<file path="src/rtl/sand_pkg.sv">
// Shared definitions for the sand grid: cell encodings, word packing and
// the sweep sequencer's state encoding.
package sand_pkg;

  typedef enum logic [1:0] {
    AIR     = 2'd0,
    SAND    = 2'd1,
    SAND_AM = 2'd2,
    WALL    = 2'd3
  } cell_t;

  localparam int unsigned CELLS_PER_WORD = 16;
  localparam int unsigned CELL_W         = 2;

  typedef enum logic [2:0] {
    S_IDLE,
    S_RD_R,
    S_CAP_R,
    S_CAP_F,
    S_WR_R,
    S_WR_F,
    S_ADV
  } sweep_state_t;

endpackage

</file>
<file path="src/rtl/sand_sweep_ctrl.sv">
// Frame sequencer: walks region/floor word pairs bottom-up through the shared
// grid RAM, feeds them to sand_update and writes the results back.
module sand_sweep_ctrl
  import sand_pkg::*;
#(
  parameter int unsigned ROW_WORDS  = 40,
  parameter int unsigned ROWS       = 480,
  parameter int unsigned ADDR_W     = 15,
  parameter int unsigned SPOUT_WORD = 20
) (
  input  logic              clk,
  input  logic              reset_n,
  input  logic              start,
  output logic              busy,
  output logic              done,
  output logic              mem_req,
  output logic              mem_we,
  output logic [ADDR_W-1:0] mem_addr,
  output logic [31:0]       mem_wdata,
  input  logic              mem_gnt,
  input  logic [31:0]       mem_rdata,
  output logic [31:0]       upd_region,
  output logic [31:0]       upd_floor,
  output logic              upd_screenbegin,
  output logic              upd_screenend,
  output logic              upd_screenbottom,
  output logic              upd_spout,
  input  logic [31:0]       upd_new_region,
  input  logic [31:0]       upd_new_floor
);

  localparam int unsigned ROW_W  = (ROWS > 2)      ? $clog2(ROWS)      : 1;
  localparam int unsigned WORD_W = (ROW_WORDS > 1) ? $clog2(ROW_WORDS) : 1;

  localparam logic [ROW_W-1:0]  FIRST_ROW = ROW_W'(ROWS - 2);
  localparam logic [WORD_W-1:0] LAST_WORD = WORD_W'(ROW_WORDS - 1);
  localparam logic [ADDR_W-1:0] ROW_STEP  = ADDR_W'(ROW_WORDS);

  if (ROW_WORDS * ROWS > (2 ** ADDR_W)) begin : g_bad_addr_w
    $error("sand_sweep_ctrl: ADDR_W too small for ROW_WORDS*ROWS");
  end

  sweep_state_t      state;
  logic [ROW_W-1:0]  row;
  logic [WORD_W-1:0] word;
  logic              rd_cap;

  logic              last_word;
  logic              sweep_end;
  logic [ROW_W-1:0]  next_row;
  logic [WORD_W-1:0] next_word;

  function automatic logic [ADDR_W-1:0] addr_of(input logic [ROW_W-1:0]  r,
                                                input logic [WORD_W-1:0] w);
    return ADDR_W'(r) * ROW_STEP + ADDR_W'(w);
  endfunction

  // {screenbegin, screenend, screenbottom, spout} for region row r, word w
  function automatic logic [3:0] flags_of(input logic [ROW_W-1:0]  r,
                                          input logic [WORD_W-1:0] w);
    return {w == '0,
            w == LAST_WORD,
            r == FIRST_ROW,
            (r == '0) && (w == WORD_W'(SPOUT_WORD))};
  endfunction

  always_comb begin
    last_word = (word == LAST_WORD);
    sweep_end = last_word && (row == '0);
    next_word = last_word ? '0 : word + 1'b1;
    next_row  = last_word ? row - 1'b1 : row;
  end

  // Write data follows the updater combinationally; upd_* are frozen during
  // both write states, so it stays stable across a stalled write.
  always_comb begin
    mem_wdata = '0;
    if (mem_we) begin
      mem_wdata = (state == S_WR_F) ? upd_new_floor : upd_new_region;
    end
  end

  always_ff @(posedge clk or negedge reset_n) begin
    if (!reset_n) begin
      state            <= S_IDLE;
      row              <= '0;
      word             <= '0;
      rd_cap           <= 1'b0;
      busy             <= 1'b0;
      done             <= 1'b0;
      mem_req          <= 1'b0;
      mem_we           <= 1'b0;
      mem_addr         <= '0;
      upd_region       <= '0;
      upd_floor        <= '0;
      upd_screenbegin  <= 1'b0;
      upd_screenend    <= 1'b0;
      upd_screenbottom <= 1'b0;
      upd_spout        <= 1'b0;
    end else begin
      rd_cap <= mem_req && mem_gnt && !mem_we;
      done   <= 1'b0;
      unique case (state)
        S_IDLE: begin
          if (start && !done) begin
            row      <= FIRST_ROW;
            word     <= '0;
            {upd_screenbegin, upd_screenend, upd_screenbottom, upd_spout}
                     <= flags_of(FIRST_ROW, '0);
            busy     <= 1'b1;
            mem_req  <= 1'b1;
            mem_we   <= 1'b0;
            mem_addr <= addr_of(FIRST_ROW, '0);
            state    <= S_RD_R;
          end
        end
        S_RD_R: begin
          if (mem_gnt) begin
            mem_addr <= mem_addr + ROW_STEP;
            state    <= S_CAP_R;
          end
        end
        S_CAP_R: begin
          // Region data lands only in the first CAP_R cycle; later cycles
          // are floor-read stalls and must not overwrite it.
          if (rd_cap) begin
            upd_region <= mem_rdata;
          end
          if (mem_gnt) begin
            mem_req <= 1'b0;
            state   <= S_CAP_F;
          end
        end
        S_CAP_F: begin
          upd_floor <= mem_rdata;
          mem_req   <= 1'b1;
          mem_we    <= 1'b1;
          mem_addr  <= addr_of(row, word);
          state     <= S_WR_R;
        end
        S_WR_R: begin
          if (mem_gnt) begin
            mem_addr <= mem_addr + ROW_STEP;
            state    <= S_WR_F;
          end
        end
        S_WR_F: begin
          if (mem_gnt) begin
            mem_req <= 1'b0;
            mem_we  <= 1'b0;
            state   <= S_ADV;
          end
        end
        S_ADV: begin
          if (sweep_end) begin
            busy  <= 1'b0;
            done  <= 1'b1;
            state <= S_IDLE;
          end else begin
            row      <= next_row;
            word     <= next_word;
            {upd_screenbegin, upd_screenend, upd_screenbottom, upd_spout}
                     <= flags_of(next_row, next_word);
            mem_req  <= 1'b1;
            mem_addr <= addr_of(next_row, next_word);
            state    <= S_RD_R;
          end
        end
        default: state <= S_IDLE;
      endcase
    end
  end

endmodule

</file>
<file path="config.mk">
export PLATFORM = sky130hd
export DESIGN_NAME = sand_sweep_ctrl
export DESIGN_NICKNAME = d
export VERILOG_FILES = /design/src/rtl/sand_pkg.sv /design/src/rtl/sand_sweep_ctrl.sv
export SDC_FILE = /design/constraint.sdc
export NUM_CORES = 1
export LEC_CHECK = 0
export CORE_ASPECT_RATIO = 1.1
export CORE_MARGIN = 2
export CORE_UTILIZATION = 40
export DETAILED_ROUTE_END_ITERATION = 8
export PLACE_DENSITY = 0.82
export SLEW_MARGIN = 20
export SYNTH_ARGS = -nofsm -noshare
export SYNTH_HDL_FRONTEND = slang
export SYNTH_SLANG_ARGS = --single-unit
</file>
<file path="constraint.sdc">
create_clock -name clk -period 7.4 [get_ports clk]
set_input_delay 2.22 -clock clk [delete_from_list [all_inputs] [get_ports clk]]
set_output_delay 2.22 -clock clk [all_outputs]
set_load 0.01 [all_outputs]
</file>
### Word-level counts from Yosys, hierarchy flattened

Cells that the tools add are included.

* bits of input ports: 100
* flip-flop bits (word level): 106
* memories kept: 0
* output and inout bits: 119
* word-level logic and storage cells: 104
* ROM bits: 0
* latch bits: 0
* RAM bits: 0

* equal/unequal tests: 19
* shift operators: 0
* add/sub/neg operators: 5
* bitwise gates (word level): 0
* order comparisons: 0
* mux-type cells: 39
* divide/modulo/power cells: 0
* multiply operators: 2
* reduce and logical (&&, ||, !) cells: 24

Operator list (number)
* 2-to-1 mux 32 bit: 2
* one-hot mux 15 bit (4 select lines): 1
* 2-to-1 mux 15 bit: 3
* adder 15 x 6 -> 15 bit: 2
* 2-to-1 mux 9 bit: 3
* multiplier 9 x 3 -> 12 bit (second input constant): 2
* one-hot mux 3 bit (7 select lines): 1
* zero test 9 bit: 2
* 2-to-1 mux 6 bit: 3
* one-hot mux 9 bit (2 select lines): 1
* adder 15 x 6 -> 15 bit (second input constant): 1
* 2-to-1 mux 3 bit: 5
* inequality test 2 bit (second input constant): 7
* == test 6 bit (second input constant): 2
* 2-to-1 mux 1 bit: 12
* one-hot mux 6 bit (2 select lines): 1
* one-hot mux 1 bit (2 select lines): 5
* == test 3 bit (second input constant): 3
* == test 9 bit (second input constant): 1
* AND reduction 3 bit: 3
* subtractor 9 x 1 -> 9 bit (second input constant): 1
* AND reduction 4 bit: 2
* nonzero test 4 bit: 2
* adder 6 x 1 -> 6 bit (second input constant): 1
* other kinds (15): 23

### Depth between registers and ports, before layout

Gate-level depths: netlist of the first run.

* depth in word-level cells: 6
* mapped depth: 18
* depth with buffers taken out: 17

### Worst setup path after synthesis of the first run

OpenSTA, ideal clock, no wires.

* path type: input -> output
* start: input upd_new_region[10]
* end: output mem_wdata[10]
* data required time: 5180 ps
* slack: 2617 ps
* buffers on the path: 0
* arrival: 2563 ps
* stages on the path: 2
* path through: nand2_1 > a21boi_0

* cells in the longest elaborated chain, start to end: 2

Ends and longest elaborated chain
* start: declaration: line sand_sweep_ctrl.sv:28 `input logic [31:0] upd_new_region,`
* 2-to-1 mux 32 bit: line sand_sweep_ctrl.sv:79 `mem_wdata = (state == S_WR_F) ? upd_new_floor : upd_new_region;`
* 2-to-1 mux 32 bit: line sand_sweep_ctrl.sv:78 `if (mem_we) begin`
* end: declaration: line sand_sweep_ctrl.sv:19 `output logic [31:0] mem_wdata,`

No other way between the ends.

### Worst setup path in the final report of the first run

* start: input upd_new_region[28]
* end: output mem_wdata[28]

Same word-level chain as after synthesis.

==> results of run 1 <==
[kinds of logic (layout without fill, tap and decap cells)]
kind of cell / count (synthesis) / in the layout / share of synthesized area (%)
AND/OR/NAND/NOR: 339 / 339 / 22.1
AO/OA/AOI/OAI: 170 / 170 / 16.5
flip-flops: 106 / 106 / 38.3
buffers and inverters: 69 / 261 / 4.09
XOR/XNOR: 45 / 45 / 5.70
adder cells (fa/ha/maj): 40 / 40 / 7.67
multiplexers: 34 / 34 / 5.52
[worst register-to-register path: cells and delay by family, from the launching register on]
kind	cells	cell delay, ns
AO/OA/AOI/OAI	2	0.69
adder cells (fa/ha/maj)	2	0.68
flip-flops	1	0.45
XOR/XNOR	3	0.99
buffers and inverters	1	0.08
AND/OR/NAND/NOR	8	2.02
[flip-flops by register name, summed over array words and instances (netlist names)]
| register | count |
|---|---|
| mem_we | 1 |
| upd_screenbottom | 1 |
| row | 9 |
| upd_floor | 32 |
| upd_spout | 1 |
| word | 6 |
| done | 1 |
| upd_screenbegin | 1 |
| state | 3 |
| upd_region | 32 |
| upd_screenend | 1 |
| mem_addr | 15 |
| busy | 1 |
| rd_cap | 1 |
| mem_req | 1 |
[worst paths after layout]
check	startpoint	end	slack, ns	depth (start not counted)
setup / recovery	upd_new_region[28]	mem_wdata[28]	1.58	4
hold / removal	upd_floor[2]	upd_floor[2]	0.47	2
setup reg to reg	word[1]	mem_addr[13]	2.40	16
hold reg to reg	upd_floor[2]	upd_floor[2]	0.47	2
max in group asynchronous	reset_n	upd_floor[21]	4.30	2
min in group asynchronous	reset_n	row[5]	1.82	1
[layout by cell type (no fill, tap or decap), types with 10 or more instances in the layout]
master,count
sky130_fd_sc_hd__nor2_1,41
sky130_fd_sc_hd__a21boi_0,33
sky130_fd_sc_hd__inv_1,25
sky130_fd_sc_hd__clkdlybuf4s50_1,217
sky130_fd_sc_hd__nand3_1,10
sky130_fd_sc_hd__xor2_1,18
sky130_fd_sc_hd__xnor2_1,27
sky130_fd_sc_hd__nand2_1,212
sky130_fd_sc_hd__o21ai_0,32
sky130_fd_sc_hd__ha_1,36
sky130_fd_sc_hd__a21oi_1,40
sky130_fd_sc_hd__dfrtp_1,106
sky130_fd_sc_hd__mux2_2,33
sky130_fd_sc_hd__nor3_1,14
sky130_fd_sc_hd__nor2b_1,10
[cell type report]
type                    instances  area, um2  share of cell area [%]
repair buffers                220       2190                    23.0
multi-input cells             628       4000                    42.0
clock inverters                 7       67.6                   0.709
clock buffers                   9        225                    2.36
inverters                      25       93.8                   0.985
flip-flops and latches        106       2650                    27.9
well taps                     234        293                    3.07
[metal layers]
| metal | global-route usage (%) | vias up | wire [um] | part of all wire, % |
|---|---|---|---|---|
| met2 | 35.7 | 263 | 9570 | 48 |
| li1 | - | 3135 | - | - |
| met1 | 26.8 | 3056 | 8250 | 41 |
| met4 | 10.8 | 0 | 797 | 4.0 |
| met3 | 3.57 | 57 | 1480 | 7.4 |
| met5 | 0 | - | 0 | 0 |
[through the flow]
| stage | std cells | hold slack, ns | cell area [um2] | setup slack (ns) |
|---|---|---|---|---|
| after floorplan | 803 | 0.514 | 6920 | 2.62 |
| after global placement | 1213 | 0.457 | 9230 | 1.59 |
| final | 1229 | 0.473 | 9520 | 1.58 |
| after global routing | 1229 | 0.501 | 9520 | 1.50 |
| after detailed placement | 1213 | 0.461 | 9230 | 1.59 |
| after CTS | 1229 | 0.481 | 9520 | 1.58 |
[where the power goes]
group          switching [mW]  internal, mW
Combinational           0.847         0.923
Sequential              0.217         0.809
Clock                   0.243         0.238
==> impl.org, run 1 <==
** Global routing
- First-pass GRT wire length :: approximately 31 mm
- Total overflow reported by the global router :: 0
- All-layer global routing usage :: around 21%
- Number of antenna violations at the first check in global routing :: 0
- Largest net degree at the start of global routing :: 72
- The via count of the first global-routing pass was ~6,200.

** Timing
- Setup violations remaining at the end of the flow were counted as 0.
- At the pin with the least slew margin, the transition time is ~1.1 ns.
- Pins over their slew limit :: 0
- The worst path uses about four fifths of the clock period.
- Setup repair after global routing left no endpoint under its margin.
- The total count of hold-check failures in the final report is 0.
- Between clock sinks in the finished design, the worst skew comes to roughly 0.0076 ns.
- Final period demand of the worst path :: between 5 and 6 ns
- In this run the tightest slew margin relative to its limit is roughly 28%.
- Upper clock frequency limit :: approximately 0.17 GHz
- Setup total negative slack on the finished layout was measured at 0 ns.

** Yosys
- Most frequent cell after synthesis :: sky130_fd_sc_hd__nand2_1
- Cells taking the most area after synthesis :: sky130_fd_sc_hd__dfrtp_1 (38%), sky130_fd_sc_hd__nand2_1 (12%), sky130_fd_sc_hd__ha_1 (6.5%)
- Leading post-synthesis cells by instance count :: sky130_fd_sc_hd__nand2_1 (212), sky130_fd_sc_hd__dfrtp_1 (106), sky130_fd_sc_hd__nor2_1 (42), sky130_fd_sc_hd__a21oi_1 (40), sky130_fd_sc_hd__ha_1 (36)
- Counting every instance in the synthesized netlist gives between 800 and 900.
- Mean area per synthesized cell :: around 8.6 um2
- The netlist uses 68 different library cells.
- Fraction of registers with async set/reset :: between 90% and 100%
- In this run, synthesis produced a sequential element count of ~110.
- After synthesis, the largest area contributor takes up a little under two fifths of total cell area.
- Number of synthesized flops with an enable pin :: 0
- Synth area leader :: sky130_fd_sc_hd__dfrtp_1
- The Yosys step of the flow raised 0 warnings.
- Summing every instance area after synthesis gives between 6000 and 7000 um2.
- Number of nets produced by synthesis :: 943
- Proportion of synthesized chip area in sequential cells :: roughly two fifths
- Flip-flop cell with the highest count after synthesis :: sky130_fd_sc_hd__dfrtp_1

** Route
- Number of violations reported at the end of detailed-routing iteration 0 :: roughly 530
- The count of nets left with antenna violations once routing finished came out at 0.
- Via total after detailed routing :: about 6,500
- Final routed DRC violation total :: 0
- The routed design has roughly 20 mm of wire.
- After detailed routing, the average wire length per cell comes to 16.4 um.
- Pre-antenna DRT Iters :: 5
- Dividing the detail-routed via count by the number of cells gives approximately 5.3.

** Setup path
- CP Max Fanout :: 1
- Data required time at the worst endpoint :: about 5.2 ns
- The worst setup path is launched from a primary input.
- The kind of cell with the highest combined delay along the critical path is buffers and inverters.
- Among all stages on the critical path, the largest delay is contributed by sky130_fd_sc_hd__clkdlybuf4s50_1.
- The worst setup path is captured at an output port.
- The signal on the critical path passes through clkdlybuf4s50_1 -> nand2_1 -> a21boi_0 -> clkdlybuf4s50_1.
- CP Buf/Inv Count :: 2
- Type of the setup path with the least slack :: primary input to output port
- Worst path arrival time :: between 3 and 4 ns
- CP dominant cell by count :: sky130_fd_sc_hd__clkdlybuf4s50_1
- Slowest cell delay on critical path :: around 0.64 ns

** Cells and area
- Number of nets in the finished design :: around 1,100
- Final core utilization :: between 50% and 60%
- Count of inserted antenna diode cells :: 0
- Compared with the post-synthesis result, the final layout area differs by 37.7%.
- Fillers :: between 1,000 and 1,500
- The post-route netlist has 7.04% of its cells at a drive strength greater than 1.

** Clock network
- Clock tree synthesis inserted a total of 9 buffers.
- Post-CTS repair changed the size of 0 cells.
- In this run the number of H-tree levels came out at 3.
- CTS root buf :: sky130_fd_sc_hd__clkbuf_16
- TritonCTS built the clock tree.
- The clock passes through at most 2 buffers.
- Clk Latency, worst-skew pair :: around 0.36 ns
- Number of clock sinks :: roughly 110
- In this run the post-CTS setup repair buffer count came out at 0.
- Clock slew at the register clock pins of the worst setup and hold paths :: around 0.070 ns
- Number of hold-repair buffers added at the cts stage :: 0

** Run status
- Status :: finished clean

** Die
- The floorplan has 50 rows.
- Number of placed I/O pins :: 219
- Once the floorplan was initialized, standard cells occupied 40.8% of the core.
- Die height :: about 140 um
- DIE AREA :: 18,400 um2
- Floorplan die width :: around 130 um
- Area of the placeable core :: approximately 17,000 um2

** Power and ir drop
- Dividing total power by cell area gives a power density of 344 nW/um2.
- Power comes to 3.28 mW.
- Across the VDD grid, the largest voltage drop is 0.152 mV.
- Summed over all cells, the static leakage comes to 4.06 nW.

** Placed design
- The HPWL after detailed placement is approximately 15 mm.
- Final weighted congestion in routability-driven placement :: roughly 0.92
- Buffers placed on the I/O ports in this run total roughly 220.

** Worst hold path
- The path class of the tightest hold or removal check is register to register.

** Flow run
- Max-cap violations in this run came to 0.
(Power assumes the default switching activity.)
==> run 2, diff against run 1 <==
==> constraint.sdc (replaced) <==
create_clock -name clk -period 5.8 [get_ports clk]
set_input_delay 1.74 -clock clk [delete_from_list [all_inputs] [get_ports clk]]
set_output_delay 1.74 -clock clk [all_outputs]
set_load 0.01 [all_outputs]
==> impl.org, run 2 (same netlist as run 1, synthesis figures left out) <==
** Run status
- The run finished with clean final reports.

** Clock network
- Clock buffers created by TritonCTS :: 9 (unchanged)
- Number of resized instances in the post-cts repair step :: 0 (unchanged)
- The clock insertion delay at the later pin of the skew report was 0.36 ns (about the same).
- Clock tree synthesis selected as its root buffer the cell sky130_fd_sc_hd__clkbuf_16.
- Number of clock sinks :: 106 (unchanged)
- The number of buffers inserted by hold repair at cts came to 0 (unchanged).
- TritonCTS built the clock tree.
- Clock slew at the register clock pins of the worst setup and hold paths :: 0.07 ns (about the same)
- The number of buffers inserted to repair setup after CTS came to 0 (unchanged).
- The number of buffers on the longest clock path is 2 (unchanged).
- H-tree depth :: 3 (unchanged)

** Setup path
- The depth of the worst register-to-register path was 16 (unchanged).
- Tracing the worst setup path back leads to its startpoint at word[1].
- Critical path depth :: 16 (+12)
- FF-to-FF Start :: word[1]
- Capture point of the worst path :: mem_addr[13]
- Data required time at the worst endpoint :: 6.04 ns (+0.86 ns)
- The worst setup path is captured at a register.
- Startpoint kind of the worst setup timing path :: register
- CP Buf/Inv Count :: 1 (-1)
- Slowest cell delay on critical path :: 0.53 ns (-0.11 ns)
- Worst path arrival time :: 5.08 ns (+1.48 ns)
- Cell with the largest stage delay on the worst path :: sky130_fd_sc_hd__nor2_1
- Cell family with most CP delay :: simple AND/OR/NAND/NOR gates
- Cells along the critical path :: ha_1 -> nand4b_4 -> nor2_1 -> nand2_1 -> xnor2_1 -> nand2_1 -> xnor2_1 -> inv_1 -> ha_1 -> a211oi_1 -> nor2_1 -> xor2_1 -> nor4bb_1 -> and4_1 -> nor3_1 -> a211o_1
- CP Max Fanout :: 11 (+10)
- R2R Setup Slk :: 0.97 ns (-1.43 ns)
- RR Endpoint :: mem_addr[13]
- Type of the setup path with the least slack :: register to register

** Timing
- Final total negative setup slack :: 0 ns (unchanged)
- The minimum hold slack came to 0.475 ns (+0.00205 ns).
- Final setup violation count :: 0 (unchanged)
- Tcrit/Tclk final :: 83.3%
- Largest clock skew in the final design :: 0.00748 ns (-0.000133 ns)
- Final setup margin :: 0.969 ns (-0.611 ns)
- The slew of the pin with the lowest slew margin came to 1.04 ns (-0.0480 ns).
- Final period demand of the worst path :: 4.83 ns
- Relative max-transition margin :: 30.7% (+3.2 points)
- Setup repair after global routing left no endpoint under its margin.
- Based on the critical path, the design can be clocked at up to about 0.21 GHz.
- The count of final max-slew check failures came to 0 (unchanged).
- The total count of hold-check failures in the final report came to 0 (unchanged).

** Die
- The width of the die was 129 um (unchanged).
- Area of the placeable core :: 17,000 um2 (unchanged)
- The number of placement rows is 50 (unchanged).
- The initial standard-cell utilization of the core came to 40.8% (unchanged).
- The die height is 142 um (unchanged).
- The top-level I/O count came to 219 (unchanged).
- The full die area is 18,400 um2 (unchanged).

** Cells and area
- Final design instance area without fill :: 9540 um2 (+0.22%)
- The number of nets in the layout was 1,133 (+0.27%).
- Most common library cell in the layout ignoring fill and taps :: sky130_fd_sc_hd__clkdlybuf4s50_1
- In the layout the commonest cells are sky130_fd_sc_hd__clkdlybuf4s50_1 (217), sky130_fd_sc_hd__nand2_1 (212), sky130_fd_sc_hd__dfrtp_1 (106).
- The share of final-layout standard cells stronger than drive strength 1 was 7.21% (+0.18 points).
- The count of antenna diodes in the layout came to 0 (unchanged).
- Layout Area Growth over Synthesis :: 38.0%
- The largest registers in the layout are upd_floor: 32 flops, upd_region: 32 flops, mem_addr: 15 flops.

** Global routing
- The maximum number of pins on one net before global-route repair came to 76 (+5.6%).
- The total routing resource utilization after global routing is 21.7% (+0.25 points).
- Number of global-route vias before repair :: 6,221 (+0.70%)
- Number of antenna violations at the first check in global routing :: 0 (unchanged)
- Total overflow reported by the global router :: 0 (unchanged)
- The first-pass GRT wire length was 31.5 mm (+1.4%).

** Placed design
- Final weighted congestion in routability-driven placement :: 0.881 (-3.8%)
- Port Buf Inserts :: 218 (unchanged)
- The placement-stage worst setup slack is 0.959 ns (-0.634 ns).
- Detailed placement HPWL :: 15.2 mm (+0.87%)
- The post-detailed-placement cell area was 9250 um2 (+0.24%).

** Route
- The count of routing violations after the opening detailed-route iteration is 391 (-27%).
- Vias per cell :: 5.23 (-1.3%)
- Pre-antenna DRT Iters :: 5 (unchanged)
- The routed via count was 6,441 (-1.1%).
- Post-DRT Antenna Nets :: 0 (unchanged)
- The residual DRC count came to 0 (unchanged).
- Post-DR wirelength/cell :: 16.5 um (+0.68%)
- The final wirelength is 20.3 mm (+0.93%).

** Power and ir drop
- The cell leakage power is 4.08 nW (+0.43%).
- The overall power is 4.18 mW (+28%).
- Maximum VDD drop :: 0.192 mV (+26%)
- Power density normalized to cell area :: 438 nW/um2 (+27%)

** Flow run
- Max-cap violations :: 0 (unchanged)

** Worst hold path
- The path class of the tightest hold or removal check is register to register.
## run 2: worst min-delay path by stage
stage | startpoint | slack, ns | to | cells past startpoint
after global routing | upd_floor[0] | 0.50 | upd_floor[0] | 2
after global placement | upd_floor[12] | 0.46 | upd_floor[12] | 2
after floorplan | upd_floor[0] | 0.51 | upd_floor[0] | 2
after CTS | upd_floor[10] | 0.48 | upd_floor[10] | 2
after detailed placement | upd_floor[26] | 0.46 | upd_floor[26] | 2
final | upd_floor[10] | 0.48 | upd_floor[10] | 2
## run 2: layer usage
layer / wire [um] / global-route usage (%) / share of wire (%) / up-vias
met3: 1390 / 3.87 / 6.8 / 37
met5: 0 / 0 / 0 / -
met1: 8460 / 26.8 / 42 / 3020
met4: 551 / 9.67 / 2.7 / 0
met2: 9880 / 36.9 / 49 / 241
li1: - / - / - / 3143
## run 2: area by class of cell
type / count / area, um2
Clock buffer: 9 / 225
Clock inverter: 7 / 67.6
Fill cell: 1474 / 7410
Inverter: 25 / 93.8
Multi-Input combinational cell: 628 / 4000
Sequential cell: 106 / 2650
Tap cell: 234 / 293
Timing Repair Buffer: 223 / 2220
## run 2: worst min-delay path, stage by stage, from the launching register on
cell	delay, ns
sky130_fd_sc_hd__dfrtp_1	0.34
sky130_fd_sc_hd__nand2_1	0.05
sky130_fd_sc_hd__nand2_1	0.05
## run 2: stage by stage
stage | std cells | utilization, %
2_1_floorplan | 803 | -
3_3_place_gp | 1216 | 54.6
3_5_place_dp | 1216 | 54.6
4_1_cts | 1232 | 56.3
5_1_grt | 1232 | 56.3
6_report | 1232 | 56.3
## run 2: power breakdown
part	internal (mW)	total (mW)	switching, mW	leakage, nW
clock network	0.306	0.614	0.308	0.148
logic	1.18	2.28	1.09	2.64
registers	1.03	1.29	0.257	1.28
total	2.52	4.18	1.66	4.08
